$ cat src/rtl/pe_pkg.sv
// Shared helpers for the saturating/wrapping output-stationary PE.
// Arithmetic is done in a fixed 64-bit signed domain; callers keep the low ACC_WIDTH bits.
package pe_pkg;

  localparam int WIDE_W = 64;

  typedef logic signed [WIDE_W-1:0] wide_t;

  typedef struct packed {
    logic  ovf;
    wide_t val;
  } fit_t;

  function automatic int sum_width(input int acc_w, input int data_w);
    return ((acc_w > 2 * data_w) ? acc_w : 2 * data_w) + 1;
  endfunction

  function automatic wide_t acc_max(input int acc_w);
    return (wide_t'(1) <<< (acc_w - 1)) - wide_t'(1);
  endfunction

  function automatic wide_t acc_min(input int acc_w);
    return -(wide_t'(1) <<< (acc_w - 1));
  endfunction

  // Overflow is reported in both modes; wrap keeps the low acc_w bits, sign-extended.
  function automatic fit_t fit(input wide_t v, input int acc_w, input bit sat);
    fit_t  r;
    wide_t hi;
    wide_t lo;
    int    sh;
    hi    = acc_max(acc_w);
    lo    = acc_min(acc_w);
    sh    = WIDE_W - acc_w;
    r.ovf = (v > hi) || (v < lo);
    if (sat) begin
      if (v > hi)      r.val = hi;
      else if (v < lo) r.val = lo;
      else             r.val = v;
    end else begin
      r.val = (v <<< sh) >>> sh;
    end
    return r;
  endfunction

endpackage

$ cat src/rtl/pe_mul_stage.sv
// Operand product with its valid/clear tag, either registered or combinational.
module pe_mul_stage
  import pe_pkg::*;
#(
  parameter int DATA_WIDTH = 9,
  parameter int MUL_PIPE   = 1
) (
  input  logic                           clk,
  input  logic                           rst,
  input  logic                           fire,
  input  logic                           clr,
  input  logic signed [DATA_WIDTH-1:0]   data_a,
  input  logic signed [DATA_WIDTH-1:0]   data_b,
  output logic signed [2*DATA_WIDTH-1:0] prod,
  output logic                           pvld,
  output logic                           pclr
);

  logic signed [2*DATA_WIDTH-1:0] prod_d;

  assign prod_d = (2*DATA_WIDTH)'(data_a) * (2*DATA_WIDTH)'(data_b);

  if (MUL_PIPE != 0) begin : g_pipe
    logic signed [2*DATA_WIDTH-1:0] prod_q;
    logic                           pvld_q;
    logic                           pclr_q;

    always_ff @(posedge clk or posedge rst) begin
      if (rst) begin
        prod_q <= '0;
        pvld_q <= 1'b0;
        pclr_q <= 1'b0;
      end else begin
        prod_q <= prod_d;
        pvld_q <= fire;
        pclr_q <= clr & fire;
      end
    end

    assign prod = prod_q;
    assign pvld = pvld_q;
    assign pclr = pclr_q;
  end else begin : g_comb
    logic unused_clk;
    assign unused_clk = clk ^ rst;
    assign prod = prod_d;
    assign pvld = fire;
    assign pclr = clr & fire;
  end

endmodule

$ cat src/rtl/pe_sat_drain.sv
// Output-stationary PE: operand forwarding, saturating/wrapping accumulate, sticky
// overflow and a column shift chain for unloading results.
module pe_sat_drain
  import pe_pkg::*;
#(
  parameter int DATA_WIDTH = 9,
  parameter int ACC_WIDTH  = 17,
  parameter int SATURATE   = 1,
  parameter int MUL_PIPE   = 1
) (
  input  logic                         clk,
  input  logic                         rst,
  input  logic                         a_vld_i,
  input  logic signed [DATA_WIDTH-1:0] data_a_i,
  input  logic                         b_vld_i,
  input  logic signed [DATA_WIDTH-1:0] data_b_i,
  input  logic                         clr_i,
  output logic                         a_vld_o,
  output logic signed [DATA_WIDTH-1:0] data_a_o,
  output logic                         b_vld_o,
  output logic signed [DATA_WIDTH-1:0] data_b_o,
  output logic                         clr_o,
  output logic signed [ACC_WIDTH-1:0]  acc_o,
  output logic                         ovf_o,
  input  logic                         load_i,
  input  logic                         drain_i,
  input  logic signed [ACC_WIDTH-1:0]  psum_i,
  input  logic                         psum_vld_i,
  output logic signed [ACC_WIDTH-1:0]  psum_o,
  output logic                         psum_vld_o
);

  localparam int SUM_W = sum_width(ACC_WIDTH, DATA_WIDTH);

  if (ACC_WIDTH < DATA_WIDTH + 1) begin : g_bad_acc_width
    $error("pe_sat_drain: ACC_WIDTH must be at least DATA_WIDTH+1");
  end
  if (SUM_W > WIDE_W) begin : g_bad_sum_width
    $error("pe_sat_drain: accumulator sum does not fit the 64-bit arithmetic domain");
  end

  logic                           fire;
  logic signed [2*DATA_WIDTH-1:0] prod;
  logic                           pvld;
  logic                           pclr;

  logic signed [ACC_WIDTH-1:0]    acc_q;
  logic signed [ACC_WIDTH-1:0]    acc_d;
  logic                           ovf_q;
  logic                           ovf_d;
  logic signed [ACC_WIDTH-1:0]    psum_q;
  logic                           psum_vld_q;

  wide_t                          prod_wide;
  wide_t                          sum_wide;
  fit_t                           fit_prod;
  fit_t                           fit_sum;
  logic                           unused_fit_hi;

  assign fire = a_vld_i & b_vld_i;

  pe_mul_stage #(
    .DATA_WIDTH (DATA_WIDTH),
    .MUL_PIPE   (MUL_PIPE)
  ) u_mul (
    .clk    (clk),
    .rst    (rst),
    .fire   (fire),
    .clr    (clr_i),
    .data_a (data_a_i),
    .data_b (data_b_i),
    .prod   (prod),
    .pvld   (pvld),
    .pclr   (pclr)
  );

  always_ff @(posedge clk or posedge rst) begin
    if (rst) begin
      a_vld_o  <= 1'b0;
      data_a_o <= '0;
      b_vld_o  <= 1'b0;
      data_b_o <= '0;
      clr_o    <= 1'b0;
    end else begin
      a_vld_o  <= a_vld_i;
      data_a_o <= data_a_i;
      b_vld_o  <= b_vld_i;
      data_b_o <= data_b_i;
      clr_o    <= clr_i;
    end
  end

  // The first product of a tile replaces the accumulator rather than adding to it.
  always_comb begin
    prod_wide = wide_t'(prod);
    sum_wide  = wide_t'(acc_q) + prod_wide;
    fit_prod  = fit(prod_wide, ACC_WIDTH, SATURATE != 0);
    fit_sum   = fit(sum_wide, ACC_WIDTH, SATURATE != 0);
    acc_d     = acc_q;
    ovf_d     = ovf_q;
    if (pvld && pclr) begin
      acc_d = fit_prod.val[ACC_WIDTH-1:0];
      ovf_d = fit_prod.ovf;
    end else if (pvld) begin
      acc_d = fit_sum.val[ACC_WIDTH-1:0];
      ovf_d = ovf_q | fit_sum.ovf;
    end else if (clr_i && !fire) begin
      acc_d = '0;
      ovf_d = 1'b0;
    end
  end

  assign unused_fit_hi = ^{fit_prod.val[WIDE_W-1:ACC_WIDTH], fit_sum.val[WIDE_W-1:ACC_WIDTH]};

  always_ff @(posedge clk or posedge rst) begin
    if (rst) begin
      acc_q <= '0;
      ovf_q <= 1'b0;
    end else begin
      acc_q <= acc_d;
      ovf_q <= ovf_d;
    end
  end

  // Load captures the post-update value so a final product landing this cycle is included.
  always_ff @(posedge clk or posedge rst) begin
    if (rst) begin
      psum_q     <= '0;
      psum_vld_q <= 1'b0;
    end else if (load_i) begin
      psum_q     <= acc_d;
      psum_vld_q <= 1'b1;
    end else if (drain_i) begin
      psum_q     <= psum_i;
      psum_vld_q <= psum_vld_i;
    end
  end

  assign acc_o      = acc_q;
  assign ovf_o      = ovf_q;
  assign psum_o     = psum_q;
  assign psum_vld_o = psum_vld_q;

endmodule

$ cat config.mk
export PLATFORM = sky130hd
export DESIGN_NAME = pe_sat_drain
export DESIGN_NICKNAME = d
export VERILOG_FILES = /design/src/rtl/pe_pkg.sv /design/src/rtl/pe_mul_stage.sv /design/src/rtl/pe_sat_drain.sv
export SDC_FILE = /design/constraint.sdc
export NUM_CORES = 1
export LEC_CHECK = 0
export BUFFER_PORTS_ARGS = -buffer_cell sky130_fd_sc_hd__buf_2
export CAP_MARGIN = 20
export CORE_ASPECT_RATIO = 1.5
export CORE_MARGIN = 1
export CORE_UTILIZATION = 35
export CTS_BUF_LIST = sky130_fd_sc_hd__clkbuf_8
export DETAILED_ROUTE_END_ITERATION = 10
export PLACE_DENSITY_LB_ADDON = 0.25
export SYNTH_ARGS = -nofsm -noshare
export SYNTH_HDL_FRONTEND = slang
export SYNTH_SLANG_ARGS = --single-unit
$ cat constraint.sdc
create_clock -name clk -period 6.6 [get_ports clk]
set_input_delay 1.32 -clock clk [delete_from_list [all_inputs] [get_ports clk]]
set_output_delay 1.32 -clock clk [all_outputs]
set_load 0.005 [all_outputs]
==> results.py, run 1 <==
metrics = {
    "synthesis": {
        "async_reset_ff_share_pct": 100,
        "sequential_area_share_after_synthesis_pct": 27.7,
        "synth.area.top_cells": "sky130_fd_sc_hd__dfrtp_1 (28%), sky130_fd_sc_hd__fa_1 (20%), sky130_fd_sc_hd__ha_1 (10%)",
        "syn_nets": 885,
        "synth_edf_count": 0,
        "synth.largest_area_cell": "sky130_fd_sc_hd__dfrtp_1",
        "yosysTopAreaCellShare_pct": 27.7,
        "syn-cell-area_um2": 6960,
        "synth.distinct_cells": 71,
        "ys.flop_type": "sky130_fd_sc_hd__dfrtp_1",
        "syn_area_per_cell_um2": 9.73,
        "postSynthRegisterBits": 77,
        "synth_cells": 715,
        "yosysWarnings": 0,
    },
    "cts": {
        "cts_setup_buffers": 0,
        "cts.path.max_buffers": 2,
        "total_clock_buffers_created_by_cts": 9,
        "ctsRootBufferMaster": "sky130_fd_sc_hd__clkbuf_8",
        "tritoncts_clock_tree": "yes",
        "clkTransAtPathRegs_ns": 0.10,
        "cts.repair.resized": 0,
        "clkSinkCount": 77,
        "post_cts_hold_buffers": 0,
        "clk_latency_ns": 0.38,
        "cts_htree_levels": 3,
    },
    "worst_setup_path": {
        "setup.worst_path.start_class": "input pin",
        "worstPathArrival_ns": 5.91,
        "setup.worst_path.end_class": "register",
        "critPathMaxFanout": 10,
        "critical_path_required_ns": 6.85,
        "setup.worst_path.class": "input pin to register",
    },
    "outcome": {
        "run_status": "finished clean",
    },
    "die": {
        "num_rows": 62,
        "floorplan.initialDensity_pct": 36.0,
        "core_um2": 19300,
        "pin_count": 100,
        "die_span_in_y_um": 175,
        "die_area_um2": 20500,
        "die-width_um": 117,
    },
    "sta": {
        "fin_worst_skew_ns": 0.0219,
        "slew_violations": 0,
        "rsz0062_at_grt": "no",
        "final.min_clock_period_ns": 5.66,
        "setup_viol_count_final": 0,
        "fmax_ghz": 0.177,
        "worst_pin_slew_ns": 0.797,
        "timing.final.crit_share_pct": 85.7,
        "finalHoldViolations": 0,
        "max-slew-margin-rel_pct": 46.7,
        "setup_tns_ns": 0,
    },
    "cells_and_area": {
        "area_delta_synth_final_pct": 13.9,
        "layout.filler_cells": 1966,
        "multi_input_comb_area_um2": 4580,
        "layout.area.seq_um2": 1930,
        "diodes": 0,
        "layout-drive-gt1-share_pct": 19.0,
        "finish.cell_count_without_fillers": 1065,
        "nNetsFinal": 974,
    },
    "route": {
        "routed_wire_length_per_instance_um": 15.5,
        "first_iter_violations": 199,
        "routed_via_density": 4.87,
        "wl_um": 16500,
        "dr_total_vias": 5189,
        "drc_errors": 0,
        "antenna_violating_nets_post_route": 0,
        "drt_pass1_iterations": 4,
    },
    "grt": {
        "vias_in_the_first_global_route": 5283,
        "grt_use_total_pct": 17.0,
        "global_route.overflow_total": 0,
        "grt_start_max_net_pins": 78,
        "grt_antenna_before_repair": 0,
        "grt_pass1_wl_um": 26700,
    },
    "placement": {
        "gp_congestion": 0.869,
        "buffers_added_on_ports": 99,
        "placedCellCount": 1048,
        "place_hpwl_um": 13000,
    },
    "pwr": {
        "max-vdd-ir-drop_mv": 0.174,
        "power.density_cell_area_nw_per_um2": 474,
        "p_leak_nw": 3.97,
    },
    "worst_hold_path": {
        "hold_path_class": "register to register",
    },
    "job": {
        "max_cap_viol_count": 0,
    },
}
## area by class of cell
cell class / count / share of cell area [%]
Clock buffer: 9 / 1.56
Clock inverter: 7 / 1.01
Inverter: 88 / 4.18
Multi-Input combinational cell: 522 / 57.7
Sequential cell: 77 / 24.3
Tap cell: 256 / 4.04
Timing Repair Buffer: 106 / 7.17
## path summary, 6_finish.rpt
check | from | endpoint | slack (ns) | cells after the start
max | data_a_i[8] | u_mul.prod[17] | 0.94 | 17
min | psum_vld_o | psum_vld_o | 0.52 | 2
max reg2reg | acc_o[0] | psum_o[11] | 3.05 | 10
min reg2reg | psum_vld_o | psum_vld_o | 0.52 | 2
max in group asynchronous | rst | psum_o[16] | 5.07 | 4
min in group asynchronous | rst | acc_o[3] | 0.93 | 3
## flip-flops by register name (all words and copies together), names as in the netlist, 9 cells and up
signal      count
data_b_o        9
psum_o         17
data_a_o        9
u_mul.prod     18
acc_o          17
## worst max-delay path: stages
cell                      delay (ns)
sky130_fd_sc_hd__buf_2          0.17
sky130_fd_sc_hd__and2_1         0.21
sky130_fd_sc_hd__fa_1           0.69
sky130_fd_sc_hd__inv_1          0.15
sky130_fd_sc_hd__fa_1           0.63
sky130_fd_sc_hd__inv_1          0.12
sky130_fd_sc_hd__fa_1           0.55
sky130_fd_sc_hd__inv_1          0.05
sky130_fd_sc_hd__fa_1           0.52
sky130_fd_sc_hd__inv_1          0.04
sky130_fd_sc_hd__ha_1           0.28
sky130_fd_sc_hd__ha_1           0.37
sky130_fd_sc_hd__nand3_1        0.11
sky130_fd_sc_hd__nand2_1        0.05
sky130_fd_sc_hd__a41o_1         0.22
sky130_fd_sc_hd__o41ai_1        0.31
sky130_fd_sc_hd__xnor2_1        0.12
## cell usage in the layout, fill, tap and decap left out, types with 4 or more instances in the layout
cell type,count
sky130_fd_sc_hd__a211oi_1,14
sky130_fd_sc_hd__a21o_1,9
sky130_fd_sc_hd__a21oi_1,35
sky130_fd_sc_hd__a31oi_1,4
sky130_fd_sc_hd__a41oi_1,11
sky130_fd_sc_hd__and2_1,33
sky130_fd_sc_hd__buf_2,99
sky130_fd_sc_hd__buf_4,6
sky130_fd_sc_hd__clkbuf_8,9
sky130_fd_sc_hd__dfrtp_1,77
sky130_fd_sc_hd__fa_1,71
sky130_fd_sc_hd__ha_1,56
sky130_fd_sc_hd__inv_1,87
sky130_fd_sc_hd__mux2i_1,4
sky130_fd_sc_hd__nand2_1,79
sky130_fd_sc_hd__nand2b_1,4
sky130_fd_sc_hd__nand3_1,19
sky130_fd_sc_hd__nor2_1,49
sky130_fd_sc_hd__nor2b_1,20
sky130_fd_sc_hd__nor3_1,4
sky130_fd_sc_hd__o211ai_1,4
sky130_fd_sc_hd__o21ai_0,11
sky130_fd_sc_hd__or3_1,4
sky130_fd_sc_hd__xnor2_1,24
sky130_fd_sc_hd__xor2_1,9
## Yosys cell counts (3+ instances only)
master and number:
sky130_fd_sc_hd__fa_1 71, sky130_fd_sc_hd__a21oi_1 35, sky130_fd_sc_hd__o21a_1 3, sky130_fd_sc_hd__xnor2_1 24
sky130_fd_sc_hd__a21o_1 9, sky130_fd_sc_hd__nor3_1 4, sky130_fd_sc_hd__o221ai_1 3, sky130_fd_sc_hd__ha_1 56
sky130_fd_sc_hd__a31oi_1 4, sky130_fd_sc_hd__a41oi_2 3, sky130_fd_sc_hd__nand2b_1 4, sky130_fd_sc_hd__mux2i_1 4
sky130_fd_sc_hd__nor2b_1 20, sky130_fd_sc_hd__nand4_1 3, sky130_fd_sc_hd__o21ai_0 11, sky130_fd_sc_hd__nand3_1 19
sky130_fd_sc_hd__inv_1 88, sky130_fd_sc_hd__a21o_2 3, sky130_fd_sc_hd__dfrtp_1 77, sky130_fd_sc_hd__or3_1 4
sky130_fd_sc_hd__a41oi_1 11, sky130_fd_sc_hd__clkbuf_1 21, sky130_fd_sc_hd__and2_1 33, sky130_fd_sc_hd__a211oi_1 14
sky130_fd_sc_hd__nand2_1 79, sky130_fd_sc_hd__xor2_1 9, sky130_fd_sc_hd__o211ai_1 4, sky130_fd_sc_hd__nor2_1 49
## through the flow
step / total power [mW] / util (%) / hold WS, ns / cell area, um^2 / setup WS (ns)
CTS: 3.80 / 40.9 / 0.526 / 7900 / 0.901
global placement: 3.36 / 39.8 / 0.475 / 7700 / 0.576
finish: 3.76 / 41.0 / 0.516 / 7930 / 0.943
floorplan: 2.79 / - / 0.488 / 6960 / 0.715
global route: 4.17 / 41.0 / 0.571 / 7930 / 0.676
detailed placement: 3.37 / 39.8 / 0.500 / 7700 / 0.500
## report_power, final
part	internal, mW	switching (mW)	leakage, nW	total, mW
Clock	0.179	0.210	0.0968	0.389
Sequential	0.653	0.103	0.926	0.756
Combinational	1.16	1.45	2.94	2.61
Total	1.99	1.76	3.97	3.76
## layer usage
layer  track usage [%]  wire (um)  share of wire, %
met1              19.9       6830                41
met2              31.3       8940                54
met3              1.94        413               2.5
met4              6.12        302               1.8
met5                 0          0                 0
## cell families after synthesis
group / count (synthesis) / synth area share (%)
buffers and inverters: 116 / 6.54
xor gates and xnor gates: 33 / 4.15
and+or+nand+nor: 233 / 16.9
muxes: 6 / 0.953
adders and majority gates: 127 / 30.5
DFF: 77 / 27.7
AOI/OAI and AO/OA: 123 / 13.3
No activity file was read; power rests on OpenSTA's default activity.
==> inputs of run 2 (changes only) <==
==> constraint.sdc (replaced) <==
create_clock -name clk -period 4.75 [get_ports clk]
set_input_delay 0.95 -clock clk [delete_from_list [all_inputs] [get_ports clk]]
set_output_delay 0.95 -clock clk [all_outputs]
set_load 0.005 [all_outputs]
==> run 2 against run 1 <==
Largest power group unchanged; cell area rose by 11%; largest cell class unchanged; the flow now finishes with violations (negative setup slack); critical path type unchanged; global-route usage increased by 0.54 points; power up 57%; core utilization increased by 4.5 points.
==> results.py, run 2 (same netlist as run 1, synthesis figures left out) <==
metrics = {
    "pwr": {
        "max-vdd-ir-drop_mv": 0.283,
        "p_leak_nw": 4.33,
        "power.density_cell_area_nw_per_um2": 673,
    },
    "sta": {
        "setup_viol_count_final": 2,
        "fin_worst_skew_ns": 0.0155,
        "setup_tns_ns": -0.250,
        "max-slew-margin-rel_pct": 34.7,
        "final.min_clock_period_ns": 4.89,
        "fmax_ghz": 0.204,
        "postLayoutSetupSlackWorst_ns": -0.141,
        "slew_violations": 0,
        "rsz0062_at_grt": "yes",
        "timing.final.crit_share_pct": 103,
        "finalHoldViolations": 0,
        "worst_pin_slew_ns": 0.980,
    },
    "grt": {
        "grt_antenna_before_repair": 0,
        "grt_use_total_pct": 17.6,
        "global_route.overflow_total": 0,
        "grt_pass1_wl_um": 27500,
        "vias_in_the_first_global_route": 5735,
        "grt_start_max_net_pins": 49,
    },
    "route": {
        "drt_pass1_iterations": 4,
        "routed_wire_length_per_instance_um": 14.7,
        "antenna_violating_nets_post_route": 0,
        "drc_errors": 0,
        "dr_total_vias": 5400,
        "wl_um": 16600,
        "routed_via_density": 4.79,
        "first_iter_violations": 175,
    },
    "cts": {
        "clk_latency_ns": 0.37,
        "cts_htree_levels": 3,
        "ctsRootBufferMaster": "sky130_fd_sc_hd__clkbuf_8",
        "post_cts_hold_buffers": 0,
        "clkTransAtPathRegs_ns": 0.08,
        "cts.path.max_buffers": 2,
        "total_clock_buffers_created_by_cts": 9,
        "tritoncts_clock_tree": "yes",
        "clkSinkCount": 77,
    },
    "worst_setup_path": {
        "setup.worst_path.class": "input pin to register",
        "worstPathArrival_ns": 5.19,
        "critical_path_required_ns": 5.05,
        "critPathMaxFanout": 6,
        "setup.worst_path.start_class": "input pin",
        "setup.worst_path.end_class": "register",
    },
    "die": {
        "core_um2": 19300,
        "floorplan.initialDensity_pct": 36.0,
        "num_rows": 62,
        "die_span_in_y_um": 175,
        "die-width_um": 117,
        "pin_count": 100,
        "die_area_um2": 20500,
    },
    "cells_and_area": {
        "area_delta_synth_final_pct": 26.3,
        "layout-drive-gt1-share_pct": 31.8,
        "nNetsFinal": 1038,
        "finalCoreUtilization_pct": 45.5,
        "largest_register_ff_count": 18,
        "diodes": 0,
        "layout.cells.most_common": "sky130_fd_sc_hd__buf_2",
        "final_cell_mix": "sky130_fd_sc_hd__buf_2 (84), sky130_fd_sc_hd__inv_1 (79), sky130_fd_sc_hd__dfrtp_1 (77), sky130_fd_sc_hd__buf_4 (72), sky130_fd_sc_hd__nand2_1 (66)",
    },
    "job": {
        "max_cap_viol_count": 0,
    },
    "placement": {
        "place_hpwl_um": 13400,
        "gp_congestion": 0.848,
        "buffers_added_on_ports": 99,
    },
    "outcome": {
        "run_status": "finished, violations left",
        "violated_checks": "negative setup slack",
    },
    "worst_hold_path": {
        "hold_path_class": "register to register",
    },
}
-- run 2: layer usage --
layer / share of wire [%] / track usage [%]
met4: 1.8 / 5.75
met3: 3.0 / 2.08
met1: 39 / 19.4
met5: 0 / 0
met2: 56 / 33.8
-- run 2: metrics by stage --
step | std cells | instance area, um^2 | worst slack [ns] | hold slack, ns | total power, mW
2_1_floorplan | 715 | 7250 | -0.414 | 0.488 | 4.11
3_3_place_gp | 1106 | 8270 | -0.562 | 0.479 | 5.22
3_5_place_dp | 1106 | 8270 | -0.672 | 0.483 | 5.25
4_1_cts | 1122 | 8500 | -0.226 | 0.504 | 5.81
5_1_grt | 1127 | 8790 | -0.284 | 0.539 | 6.55
6_report | 1127 | 8790 | -0.141 | 0.498 | 5.91
-- run 2: repair_timing --
action | 4_1_cts | 5_1_grt
buffers inserted | 2 | 5
gates resized for setup | 13 | 67
cloned | 0 | 0
pin swaps | 12 | 25
setup endpoints to repair | 4 | 5
-- run 2: critical path: stages --
cell and delay [ns]:
sky130_fd_sc_hd__buf_12 0.09, sky130_fd_sc_hd__nand2_4 0.04, sky130_fd_sc_hd__fa_1 0.55, sky130_fd_sc_hd__inv_2 0.04, sky130_fd_sc_hd__fa_1 0.49, sky130_fd_sc_hd__inv_1 0.05, sky130_fd_sc_hd__fa_1 0.49, sky130_fd_sc_hd__inv_2 0.04
sky130_fd_sc_hd__fa_1 0.57, sky130_fd_sc_hd__ha_4 0.22, sky130_fd_sc_hd__ha_4 0.24, sky130_fd_sc_hd__nor2b_4 0.12, sky130_fd_sc_hd__o21a_1 0.18, sky130_fd_sc_hd__nor2_2 0.09, sky130_fd_sc_hd__o21bai_1 0.09, sky130_fd_sc_hd__a31o_2 0.22
sky130_fd_sc_hd__a41o_1 0.21, sky130_fd_sc_hd__o41ai_2 0.34, sky130_fd_sc_hd__xnor2_1 0.16
-- run 2: layout make-up --
cell class                      count  area (um^2)
Clock buffer                        9          124
Clock inverter                      5         55.1
Fill cell                        1828        10500
Inverter                           88          335
Multi-Input combinational cell    522         4880
Sequential cell                    77         1930
Tap cell                          256          320
Timing Repair Buffer              170         1150
-- run 2: final timing paths --
| path | from | end | slack (ns) | depth (start not counted) |
|---|---|---|---|---|
| worst min-delay path | psum_vld_o | psum_vld_o | 0.50 | 2 |
| worst min register to register | psum_vld_o | psum_vld_o | 0.50 | 2 |
| worst max-delay path | data_b_i[2] | u_mul.prod[17] | -0.14 | 19 |
| min in group asynchronous | rst | data_a_o[4] | 0.71 | 2 |
| max in group asynchronous | rst | u_mul.prod[5] | 3.15 | 3 |
| worst max register to register | acc_o[0] | psum_o[14] | 1.10 | 10 |
-- run 2: where the power goes --
group	leakage (nW)	switching (mW)	internal, mW
Combinational	3.32	2.21	2.15
Sequential	0.926	0.153	0.908
Clock	0.0923	0.252	0.235
==> inputs of run 3 (changes only) <==
--- a/config.mk
+++ b/config.mk
@@ -6,10 +6,9 @@
 export NUM_CORES = 1
 export LEC_CHECK = 0
 export BUFFER_PORTS_ARGS = -buffer_cell sky130_fd_sc_hd__buf_2
-export CAP_MARGIN = 20
 export CORE_ASPECT_RATIO = 1.5
 export CORE_MARGIN = 1
-export CORE_UTILIZATION = 35
+export CORE_UTILIZATION = 50
 export CTS_BUF_LIST = sky130_fd_sc_hd__clkbuf_8
 export DETAILED_ROUTE_END_ITERATION = 10
 export PLACE_DENSITY_LB_ADDON = 0.25
==> run 3 against run 2 <==
The run ends with design-rule violations, negative setup slack left; worst setup slack got worse by 0.091 ns; core utilization rose by 18 points; clock-buffer cell count rose by 1; combinational power rose by 3%; critical path type unchanged; via count rose by 4.1%; sequential share of layout area rose by 0.53 points; largest cell class unchanged; first-iteration DRC count fell by 24%; power rose by 2.5%; register-to-register slack improved by 0.09 ns.
==> results.py, run 3 (same netlist as run 1, synthesis figures left out) <==
metrics = {
    "outcome": {
        "run_status": "finished, violations left",
        "violated_checks": "design-rule violations, negative setup slack",
    },
    "die": {
        "die-width_um": 98.3,
        "core_um2": 13500,
        "num_rows": 52,
        "die_area_um2": 14400,
        "die_span_in_y_um": 146,
        "floorplan.initialDensity_pct": 51.4,
        "pin_count": 100,
    },
    "route": {
        "drt_pass1_iterations": 9,
        "routed_via_density": 5.46,
        "routed_length_on_met2_um": 8940,
        "highest-signal-layer": "met4",
        "routed_wire_length_per_instance_um": 15.8,
        "drc_errors": 8,
        "met3WireLength_um": 532,
        "dr_total_vias": 5620,
        "first_iter_violations": 133,
        "met1_length_um": 6070,
        "antenna_violating_nets_post_route": 0,
        "wl_um": 16300,
    },
    "grt": {
        "grt_use_total_pct": 24.1,
        "vias_in_the_first_global_route": 6150,
        "grt_pass1_wl_um": 27500,
        "grt_start_max_net_pins": 46,
        "global_route.overflow_total": 0,
        "grt_antenna_before_repair": 0,
    },
    "worst_setup_path": {
        "critPathMaxFanout": 2,
        "worst_path_cell_trace": "buf_8 -> nand2b_4 -> fa_1 -> fa_1 -> inv_1 -> fa_1 -> fa_1 -> fa_1 -> ha_4 -> o21a_1 -> nor2_2 -> o21bai_1 -> a31o_2 -> a41o_1 -> o41ai_4 -> xnor2_1",
        "critical_path_buf_inv_count": 2,
        "critical-path-slowest-cell": "sky130_fd_sc_hd__fa_1",
        "setup.worst_path.class": "input pin to register",
        "critical_path.top_delay_family": "adder cells",
        "timing.rr.start": "acc_o[0]",
        "ff2ff_setup_slack_ns": 1.19,
        "path_common_cell": "sky130_fd_sc_hd__fa_1",
        "critical_path_required_ns": 5.03,
        "setup.worst_path.start": "data_a_i[0]",
        "worstPathArrival_ns": 5.26,
        "critical_path.reg2reg.endpoint": "psum_o[0]",
        "critPathMaxStageDelay_ns": 0.56,
        "setup.worst_path.end_class": "register",
        "ff2ff_path_depth": 10,
        "setup.worst_path.start_class": "input pin",
    },
    "cts": {
        "post_cts_hold_buffers": 0,
        "clkSinkCount": 77,
        "total_clock_buffers_created_by_cts": 9,
        "clk_latency_ns": 0.36,
        "clkTransAtPathRegs_ns": 0.09,
        "cts_htree_levels": 3,
        "ctsRootBufferMaster": "sky130_fd_sc_hd__clkbuf_8",
        "cts.path.max_buffers": 2,
        "tritoncts_clock_tree": "yes",
    },
    "sta": {
        "finalHoldViolations": 0,
        "final.min_clock_period_ns": 4.98,
        "postLayoutSetupSlackWorst_ns": -0.232,
        "setup_viol_count_final": 3,
        "fmax_ghz": 0.201,
        "worst_pin_slew_ns": 0.779,
        "timing.hold.ws_ns": 0.516,
        "slew_violations": 0,
        "max-slew-margin-rel_pct": 48.0,
        "rsz0062_at_grt": "yes",
        "timing.final.crit_share_pct": 105,
        "setup_tns_ns": -0.321,
        "fin_worst_skew_ns": 0.0125,
    },
    "pwr": {
        "netSwitchingPower_mw": 2.72,
        "totalPowerFinal_mw": 6.06,
        "p_leak_nw": 4.31,
        "combinationalPowerShare_pct": 73.8,
        "seqPwrFrac_pct": 17.4,
        "p_sw_share_pct": 44.9,
        "max-vdd-ir-drop_mv": 0.365,
        "clockPowerShare_pct": 8.8,
        "cellInternalPower_mw": 3.34,
        "power.density_cell_area_nw_per_um2": 706,
    },
    "cells_and_area": {
        "area_delta_synth_final_pct": 23.3,
        "diodes": 0,
        "nNetsFinal": 1032,
        "layout.cells.most_common": "sky130_fd_sc_hd__buf_2",
        "layout-drive-gt1-share_pct": 30.2,
        "largest_register_ff_count": 18,
        "final_cell_mix": "sky130_fd_sc_hd__buf_2 (84), sky130_fd_sc_hd__inv_1 (80), sky130_fd_sc_hd__dfrtp_1 (77), sky130_fd_sc_hd__buf_4 (72), sky130_fd_sc_hd__nand2_1 (69)",
    },
    "worst_hold_path": {
        "whs_endpoint": "psum_vld_o",
        "hold_depth": 2,
        "hold_path.startpoint": "psum_vld_o",
        "hold_path_class": "register to register",
    },
    "placement": {
        "place_hpwl_um": 13100,
        "detailedPlace.worstSlack_ns": -0.666,
        "buffers_added_on_ports": 99,
        "gp_congestion": 0.943,
    },
    "job": {
        "max_cap_viol_count": 0,
    },
}
## run 3: per-layer routing
metal / vias to the layer above / global-route usage, %
met1: 2748 / 25.1
met4: 0 / 12.7
met3: 53 / 3.16
li1: 2668 / -
met2: 151 / 46.1
met5: - / 0
## run 3: cell type report
class | count | area (um^2)
repair buffers | 164 | 1060
flip-flops and latches | 77 | 1930
inverters | 88 | 332
clock buffers | 10 | 138
well taps | 162 | 203
fillers | 1112 | 4950
clock inverters | 6 | 70.1
multi-input cells | 522 | 4850
## run 3: worst max-delay path by stage
stage	cells after the start	to	slack [ns]
finish	16	u_mul.prod[17]	-0.23
detailed placement	19	u_mul.prod[17]	-0.67
CTS	16	u_mul.prod[17]	-0.23
global placement	16	u_mul.prod[17]	-0.55
floorplan	16	u_mul.prod[17]	-0.41
global route	19	u_mul.prod[17]	-0.37
## run 3: what timing repair did
action | in CTS | in global routing
endpoints found under the setup margin | 4 | 6
gates resized for setup | 32 | 27
pin swaps | 4 | 23
buffers inserted | 4 | 1
## run 3: worst reg2reg max path: cells and delay by family, from the launching register on
kind	cells	cell delay [ns]
and+or+nand+nor	3	0.91
adders and majority gates	2	0.69
DFF	1	0.42
AOI/OAI and AO/OA	5	1.37
## run 3: per-stage QoR
stage,util [%],cells,cell area [um^2]
6_report,63.4,1029,8580
2_1_floorplan,-,715,7250
5_1_grt,63.4,1029,8580
4_1_cts,62.6,1030,8470
3_3_place_gp,60.1,1010,8140
3_5_place_dp,60.1,1010,8140
## run 3: power groups by stage
stage	clock network [mW]	registers, mW	logic (mW)
6_report	0.534	1.05	4.47
5_1_grt	0.588	1.08	4.97
4_1_cts	0.553	1.05	4.31
3_5_place_dp	0	1.06	4.18
3_3_place_gp	0	1.06	4.07
2_1_floorplan	0	1.05	3.06
